--- config.mk ---
export PLATFORM = sky130hd
export DESIGN_NAME = regfile_wb_arbiter_flat
export DESIGN_NICKNAME = d
export VERILOG_FILES = /design/src/rtl/regfile_wb_arbiter_if.sv /design/src/rtl/regfile_wb_arbiter.sv /design/src/flat_wrapper.sv
export SDC_FILE = /design/constraint.sdc
export NUM_CORES = 1
export LEC_CHECK = 0
export CAP_MARGIN = 20
export CORE_MARGIN = 2
export CORE_UTILIZATION = 49
export DETAILED_ROUTE_END_ITERATION = 8
export HOLD_SLACK_MARGIN = 0.15
export PLACE_DENSITY = 0.74
export SLEW_MARGIN = 5
export SYNTH_ARGS = -nofsm -noshare
export SYNTH_HDL_FRONTEND = slang
export SYNTH_SLANG_ARGS = --single-unit
--- constraint.sdc ---
create_clock -name clk -period 10.27 [get_ports clk]
set_clock_uncertainty 0.1 [all_clocks]
set_input_delay 1.5405 -clock clk [delete_from_list [all_inputs] [get_ports clk]]
set_output_delay 1.5405 -clock clk [all_outputs]
set_load 0.05 [all_outputs]
--- src/rtl/regfile_wb_arbiter_if.sv ---
// Bus bundle between the writeback/FP producers, the register-file write port
// and the hazard logic for regfile_wb_arbiter.
interface regfile_wb_arbiter_if #(
  parameter int unsigned DEPTH = 4
);
  localparam int unsigned CW = $clog2(DEPTH) + 1;

  logic          int_valid;
  logic [1:0]    int_fpoint;
  logic [4:0]    int_rw;
  logic [31:0]   int_data;
  logic          fp_valid;
  logic          fp_ready;
  logic [4:0]    fp_rw;
  logic [31:0]   fp_data;
  logic          rf_write;
  logic [1:0]    rf_fpoint;
  logic [4:0]    rf_rw;
  logic [31:0]   rf_busW;
  logic          stall_req;
  logic [CW-1:0] q_count;
  logic [4:0]    chk_reg;
  logic          chk_hit;

  modport slave (
    input  int_valid, int_fpoint, int_rw, int_data,
    input  fp_valid, fp_rw, fp_data,
    input  chk_reg,
    output fp_ready,
    output rf_write, rf_fpoint, rf_rw, rf_busW,
    output stall_req, q_count, chk_hit
  );

  modport master (
    output int_valid, int_fpoint, int_rw, int_data,
    output fp_valid, fp_rw, fp_data,
    output chk_reg,
    input  fp_ready,
    input  rf_write, rf_fpoint, rf_rw, rf_busW,
    input  stall_req, q_count, chk_hit
  );
endinterface

--- src/rtl/regfile_wb_arbiter.sv ---
// Register-file write-port arbiter: integer writeback always wins, FP results queue in a FIFO.
// Optional macro FP_BYPASS_EN lets an FP result skip the empty FIFO when the port is idle.
module regfile_wb_arbiter #(
  parameter int unsigned DEPTH    = 4,
  parameter int unsigned MAX_WAIT = 8
) (
  input logic                 clk,
  input logic                 reset,
  regfile_wb_arbiter_if.slave wb
);
  localparam int unsigned   AW      = $clog2(DEPTH);
  localparam int unsigned   CW      = $clog2(DEPTH) + 1;
  localparam int unsigned   WW      = $clog2(MAX_WAIT + 1);
  localparam logic [CW-1:0] FullCnt = CW'(DEPTH);
  localparam logic [WW-1:0] WaitMax = WW'(MAX_WAIT);
  localparam logic [1:0]    FpCode  = 2'd3;

  logic [4:0]    rw_mem_q   [DEPTH];
  logic [31:0]   data_mem_q [DEPTH];
  logic [AW-1:0] wr_ptr_q, wr_ptr_d;
  logic [AW-1:0] rd_ptr_q, rd_ptr_d;
  logic [CW-1:0] count_q, count_d;
  logic [WW-1:0] wait_q, wait_d;
  logic          stall_q, stall_d;
  logic          rf_write_q, rf_write_d;
  logic [1:0]    rf_fpoint_q, rf_fpoint_d;
  logic [4:0]    rf_rw_q, rf_rw_d;
  logic [31:0]   rf_busw_q, rf_busw_d;

  logic          empty, full, bypass, push, pop;
  logic          fifo_hit;
  logic [AW-1:0] scan_idx;

  always_comb begin
    empty = (count_q == '0);
    full  = (count_q == FullCnt);
`ifdef FP_BYPASS_EN
    bypass = empty && !wb.int_valid && wb.fp_valid;
`else
    bypass = 1'b0;
`endif
    // A full FIFO refuses the push even if it pops this cycle.
    push = wb.fp_valid && !full && !bypass;
    pop  = !wb.int_valid && !empty;
  end

  always_comb begin
    rf_write_d  = 1'b1;
    rf_fpoint_d = rf_fpoint_q;
    rf_rw_d     = rf_rw_q;
    rf_busw_d   = rf_busw_q;
    if (wb.int_valid) begin
      rf_fpoint_d = wb.int_fpoint;
      rf_rw_d     = wb.int_rw;
      rf_busw_d   = wb.int_data;
    end else if (pop) begin
      rf_fpoint_d = FpCode;
      rf_rw_d     = rw_mem_q[rd_ptr_q];
      rf_busw_d   = data_mem_q[rd_ptr_q];
    end else if (bypass) begin
      rf_fpoint_d = FpCode;
      rf_rw_d     = wb.fp_rw;
      rf_busw_d   = wb.fp_data;
    end else begin
      rf_write_d  = 1'b0;
    end
  end

  always_comb begin
    wr_ptr_d = wr_ptr_q + AW'(push);
    rd_ptr_d = rd_ptr_q + AW'(pop);
    count_d  = count_q + CW'(push) - CW'(pop);
    // Non-empty without a pop means integer writeback blocked the head.
    if (empty || pop) begin
      wait_d = '0;
    end else if (wait_q != WaitMax) begin
      wait_d = wait_q + WW'(1);
    end else begin
      wait_d = wait_q;
    end
    stall_d = (wait_d == WaitMax) || (count_d == FullCnt);
  end

  always_ff @(posedge clk) begin
    if (reset) begin
      wr_ptr_q    <= '0;
      rd_ptr_q    <= '0;
      count_q     <= '0;
      wait_q      <= '0;
      stall_q     <= 1'b0;
      rf_write_q  <= 1'b0;
      rf_fpoint_q <= '0;
      rf_rw_q     <= '0;
      rf_busw_q   <= '0;
    end else begin
      wr_ptr_q    <= wr_ptr_d;
      rd_ptr_q    <= rd_ptr_d;
      count_q     <= count_d;
      wait_q      <= wait_d;
      stall_q     <= stall_d;
      rf_write_q  <= rf_write_d;
      rf_fpoint_q <= rf_fpoint_d;
      rf_rw_q     <= rf_rw_d;
      rf_busw_q   <= rf_busw_d;
    end
  end

  // Storage needs no reset: occupancy is tracked by the pointers and count.
  always_ff @(posedge clk) begin
    if (!reset && push) begin
      rw_mem_q[wr_ptr_q]   <= wb.fp_rw;
      data_mem_q[wr_ptr_q] <= wb.fp_data;
    end
  end

  always_comb begin
    fifo_hit = 1'b0;
    scan_idx = '0;
    for (int unsigned i = 0; i < DEPTH; i++) begin
      scan_idx = rd_ptr_q + AW'(i);
      if ((CW'(i) < count_q) && (rw_mem_q[scan_idx] == wb.chk_reg)) begin
        fifo_hit = 1'b1;
      end
    end
  end

  assign wb.fp_ready  = !full;
  assign wb.rf_write  = rf_write_q;
  assign wb.rf_fpoint = rf_fpoint_q;
  assign wb.rf_rw     = rf_rw_q;
  assign wb.rf_busW   = rf_busw_q;
  assign wb.stall_req = stall_q;
  assign wb.q_count   = count_q;
  assign wb.chk_hit   = fifo_hit ||
                        (rf_write_q && (rf_fpoint_q == FpCode) && (rf_rw_q == wb.chk_reg));
endmodule

--- src/flat_wrapper.sv ---
// flat-port wrapper written by rule: the top's interface ports become plain ports
module regfile_wb_arbiter_flat 
#(
  parameter int unsigned DEPTH    = 4,
  parameter int unsigned MAX_WAIT = 8
)
  (clk, reset, wb_int_valid, wb_int_fpoint, wb_int_rw, wb_int_data, wb_fp_valid, wb_fp_rw, wb_fp_data, wb_chk_reg, wb_fp_ready, wb_rf_write, wb_rf_fpoint, wb_rf_rw, wb_rf_busW, wb_stall_req, wb_q_count, wb_chk_hit);
  regfile_wb_arbiter_if #(.DEPTH(DEPTH)) wb_i ();
  input logic clk;
  input logic reset;
  input wire logic [$bits(wb_i.int_valid)-1:0] wb_int_valid;
  input wire logic [$bits(wb_i.int_fpoint)-1:0] wb_int_fpoint;
  input wire logic [$bits(wb_i.int_rw)-1:0] wb_int_rw;
  input wire logic [$bits(wb_i.int_data)-1:0] wb_int_data;
  input wire logic [$bits(wb_i.fp_valid)-1:0] wb_fp_valid;
  input wire logic [$bits(wb_i.fp_rw)-1:0] wb_fp_rw;
  input wire logic [$bits(wb_i.fp_data)-1:0] wb_fp_data;
  input wire logic [$bits(wb_i.chk_reg)-1:0] wb_chk_reg;
  output wire logic [$bits(wb_i.fp_ready)-1:0] wb_fp_ready;
  output wire logic [$bits(wb_i.rf_write)-1:0] wb_rf_write;
  output wire logic [$bits(wb_i.rf_fpoint)-1:0] wb_rf_fpoint;
  output wire logic [$bits(wb_i.rf_rw)-1:0] wb_rf_rw;
  output wire logic [$bits(wb_i.rf_busW)-1:0] wb_rf_busW;
  output wire logic [$bits(wb_i.stall_req)-1:0] wb_stall_req;
  output wire logic [$bits(wb_i.q_count)-1:0] wb_q_count;
  output wire logic [$bits(wb_i.chk_hit)-1:0] wb_chk_hit;
  assign wb_i.int_valid = wb_int_valid;
  assign wb_i.int_fpoint = wb_int_fpoint;
  assign wb_i.int_rw = wb_int_rw;
  assign wb_i.int_data = wb_int_data;
  assign wb_i.fp_valid = wb_fp_valid;
  assign wb_i.fp_rw = wb_fp_rw;
  assign wb_i.fp_data = wb_fp_data;
  assign wb_i.chk_reg = wb_chk_reg;
  assign wb_fp_ready = wb_i.fp_ready;
  assign wb_rf_write = wb_i.rf_write;
  assign wb_rf_fpoint = wb_i.rf_fpoint;
  assign wb_rf_rw = wb_i.rf_rw;
  assign wb_rf_busW = wb_i.rf_busW;
  assign wb_stall_req = wb_i.stall_req;
  assign wb_q_count = wb_i.q_count;
  assign wb_chk_hit = wb_i.chk_hit;
  regfile_wb_arbiter #(.DEPTH(DEPTH), .MAX_WAIT(MAX_WAIT)) u_core (.clk(clk), .reset(reset), .wb(wb_i));
endmodule
==> Flow_metrics.wiki <==
{| class="wikitable"
! Metric !! Value
|-
| Global-route usage over all layers || 0.193
|-
| Number of buffers inserted during clock tree synthesis || 17
|-
| Sequential element share of the synthesized area || 0.653
|-
| Leftover overflow at the end of global routing || 0
|-
| Number of nets with antenna violations after detailed routing || 0
|-
| Initial standard-cell utilization of the core || 0.503
|-
| Worst path cell trace || clkdlybuf4s50_1 > xor2_1 > nor4_1 > a22oi_1 > o2111ai_1 > clkdlybuf4s50_1
|-
| Number of flops mapped to enable cells by yosys || 148
|-
| Num ports || around 130
|-
| Worst skew pair latency || 0.43 ns
|-
| Number of H-tree branching levels || 4
|-
| Final Cycle Share || 0.524
|-
| Master of the slowest instance on the critical path || clkdlybuf4s50_1
|-
| Async SR Flop Fraction || 0
|-
| Placement Rows || 47
|-
| Initial antenna violation count || 0
|-
| Layout cell share with drive strength beyond 1 || 0.143
|-
| Cts repair resizes || 0
|-
| Power per unit of standard cell area || 232 nW/um2
|-
| RSZ-0062 raised after global routing || no
|-
| # Max-Cap Violations || 0
|-
| Number of buffer and inverter stages on the critical path || 2
|-
| Critical Path Source || wb_chk_reg[2]
|-
| Share of the synthesized area in the top cell type || 0.529
|-
| HP Start || u_core.wb.rf_fpoint[1]
|-
| Iteration-0 DRC count of the detailed router || 310
|-
| Cell type contributing the most total cell area after synthesis || edfxtp_1
|-
| Slew Limit Fails || 0
|-
| Width of the chip || 135 um
|-
| Top fanout value on the critical path || 5
|-
| Total setup violations reported at the end of the flow || 0
|-
| Summed instance area of the synthesized netlist || 8400 um2
|-
| Max VDD drop || 0.000262 V
|-
| Most Frequent Cell on Critical Path || clkdlybuf4s50_1
|-
| I/O Buffers || 130
|-
| Multi-input logic area || 2720 um2
|-
| Clock sink count || 200
|-
| Yosys warning count || 0
|-
| Data required time at the worst endpoint || 8.63 ns
|-
| Status || finished, final reports clean
|-
| Area used by sequential logic in the layout || between 5000 and 6000 um2
|-
| Crit path arrival time || 3.74 ns
|-
| Smallest hold slack || 0.453 ns
|-
| Post-CTS Setup Bufs || 0
|-
| Dominant register cell in the synthesized netlist || edfxtp_1
|-
| Wire length of the first global-routing pass || 26600 um
|-
| Final Hold Vio Count || 0
|-
| Number of global-route vias before repair || 5058
|-
| CP endpoint kind || output port
|-
| Per-cell routed wire length || 18.9 um
|-
| Routability Congestion || 0.822
|-
| Startpoint of the worst-slack reg-to-reg timing path || u_core.wb.q_count[0]
|-
| Vert. Die Dim || about 130 um
|-
| Post-DR vias/cell || about 5.5
|-
| Setup TNS || 0 ns
|-
| Leading post-synthesis cells by cell area || edfxtp_1 (53%), mux4_2 (13%), dfxtp_1 (12%), mux2i_1 (4.5%), nor2_1 (3.9%)
|-
| Biggest cell delay along the critical path || 0.84 ns
|-
| Clock slew at reported path FFs || 0.07 ns
|-
| Relative slew slack || 0.309
|-
| Total length of routed wires || 16800 um
|-
| Worst Hold Class || reg -> reg
|-
| Crit start category || input port
|-
| Via total after detailed routing || 4865
|-
| Final layout net count || 751
|-
| Area enclosed by the die boundary || 18200 um2
|-
| Synthesized flop and latch total || 200
|-
| Post-synthesis net count || 628
|-
| Final critical-path required period || around 5.4 ns
|-
| Maximum number of pins on one net before global-route repair || 82
|-
| Post-detail-place hpwl || 10800 um
|-
| CTS Hold Buffers Added || 0
|-
| Class of the most critical setup path || in -> out
|-
| Layout overhead on the synthesized area || 25.2%
|-
| Family of cells with the greatest summed delay on the critical path || buffers and inverters
|-
| Top achievable clock speed || between 150 and 200 MHz
|-
| Actual slew at the worst max-slew pin || 1.03 ns
|-
| Synthesized area per cell || 15.7 um2
|-
| Number of inserted diodes || 0
|-
| Leakage power total || 3.63 nW
|-
| CTS root buffer || clkbuf_16
|-
| # DRC || 0
|-
| Synth cell types || 37
|-
| Post-Syn Instances || around 540
|-
| Layout filler cell count || approximately 1200
|-
| CTS tree || done
|-
| First-pass DRT Iterations || 4
|-
| Core Region || about 17000 um2
|-
| Bufs on Longest Clock Path || 2
|}
==> worst paths after layout <==
check,end,slack (ns),cells past startpoint
setup reg to reg,u_core.data_mem_q[2][24],7.33,6
setup / recovery,wb_chk_hit,4.89,6
hold / removal,u_core.wb.rf_fpoint[1],0.45,2
hold reg to reg,u_core.wb.rf_fpoint[1],0.45,2
==> power breakdown <==
group	switching [W]	internal [W]	leakage (nW)
Clock	0.000282	0.000392	0.304
Combinational	0.000376	0.000353	1.55
Sequential	0.0000919	0.000944	1.77
Total	0.000750	0.00169	3.63
==> Yosys cell counts (all sizes together) (5+ instances only) <==
cell,instances
mux4,52
xor2,23
inv,10
edfxtp,148
xnor2,8
nand3,5
clkbuf,16
ha,6
dfxtp,52
a21oi,42
buf,19
nor2,88
mux2i,38
==> state kept, by name, summed over array words and instances, names as in the netlist <==
name / cells
u_core.rd_ptr_q: 2
u_core.wb.rf_write: 1
u_core.wb.stall_req: 1
u_core.wr_ptr_q: 2
u_core.rw_mem_q: 20
u_core.wb.rf_busW: 32
u_core.wb.q_count: 3
u_core.wb.rf_rw: 5
u_core.wb.rf_fpoint: 2
u_core.data_mem_q: 128
u_core.wait_q: 4
==> final cells by class <==
| cell class | count | share of cell area |
|---|---|---|
| inverters | 10 | 0.00357 |
| repair buffers | 139 | 0.131 |
| flip-flops and latches | 200 | 0.522 |
| well taps | 220 | 0.0262 |
| clock buffers | 26 | 0.0547 |
| multi-input cells | 291 | 0.258 |
| clock inverters | 6 | 0.00440 |
==> stage by stage <==
step                      total power [W]  instances  utilization  area [um2]  worst slack [ns]
after floorplan                   0.00160        536            -        8400              5.12
after global placement            0.00177        859        0.591        9870              4.91
after detailed placement          0.00179        859        0.591        9870              4.90
after CTS                         0.00247        891        0.628       10500              4.83
after global routing              0.00256        892        0.630       10500              4.67
final                             0.00244        892        0.630       10500              4.89
==> cells by family after synthesis <==
| kind of cell | Yosys count | share of synthesized area |
|---|---|---|
| XOR/XNOR | 31 | 0.0323 |
| multiplexers | 90 | 0.186 |
| buffers and inverters | 45 | 0.0264 |
| AO/OA/AOI/OAI | 49 | 0.0328 |
| flip-flops | 200 | 0.653 |
| AND/OR/NAND/NOR | 114 | 0.0579 |
| adder cells (fa/ha/maj) | 7 | 0.0113 |
==> cell usage in the layout (no fill, tap or decap), drive strengths merged, types with 2 or more instances in the layout <==
cell type / Yosys / routed
clkinv: 0 / 4
ha: 6 / 6
a221oi: 2 / 2
nor4: 3 / 3
a21oi: 42 / 42
xor2: 23 / 23
dfxtp: 52 / 52
edfxtp: 148 / 148
nor2: 88 / 88
clkbuf: 16 / 26
nand2: 3 / 3
nand3: 5 / 5
clkdlybuf4s50: 0 / 128
mux4: 52 / 52
xnor2: 8 / 8
nand2b: 2 / 2
nor3: 4 / 4
nor2b: 2 / 2
mux2i: 38 / 38
buf: 19 / 11
inv: 10 / 11
nor3b: 2 / 2
==> layer usage <==
metal	global-route usage	up-vias	wire, um
met1	0.235	2452	6960
met3	0.0383	25	575
met2	0.345	108	8980
met5	0	-	0
li1	-	2280	-
met4	0.0677	0	303
==> worst min-delay path, delay by kind of cell (launching register included) <==
kind	cells	cell delay [ns]
AO/OA/AOI/OAI	1	0.07
flip-flops	1	0.33
AND/OR/NAND/NOR	1	0.10
No activity file was read; power rests on OpenSTA's default activity.
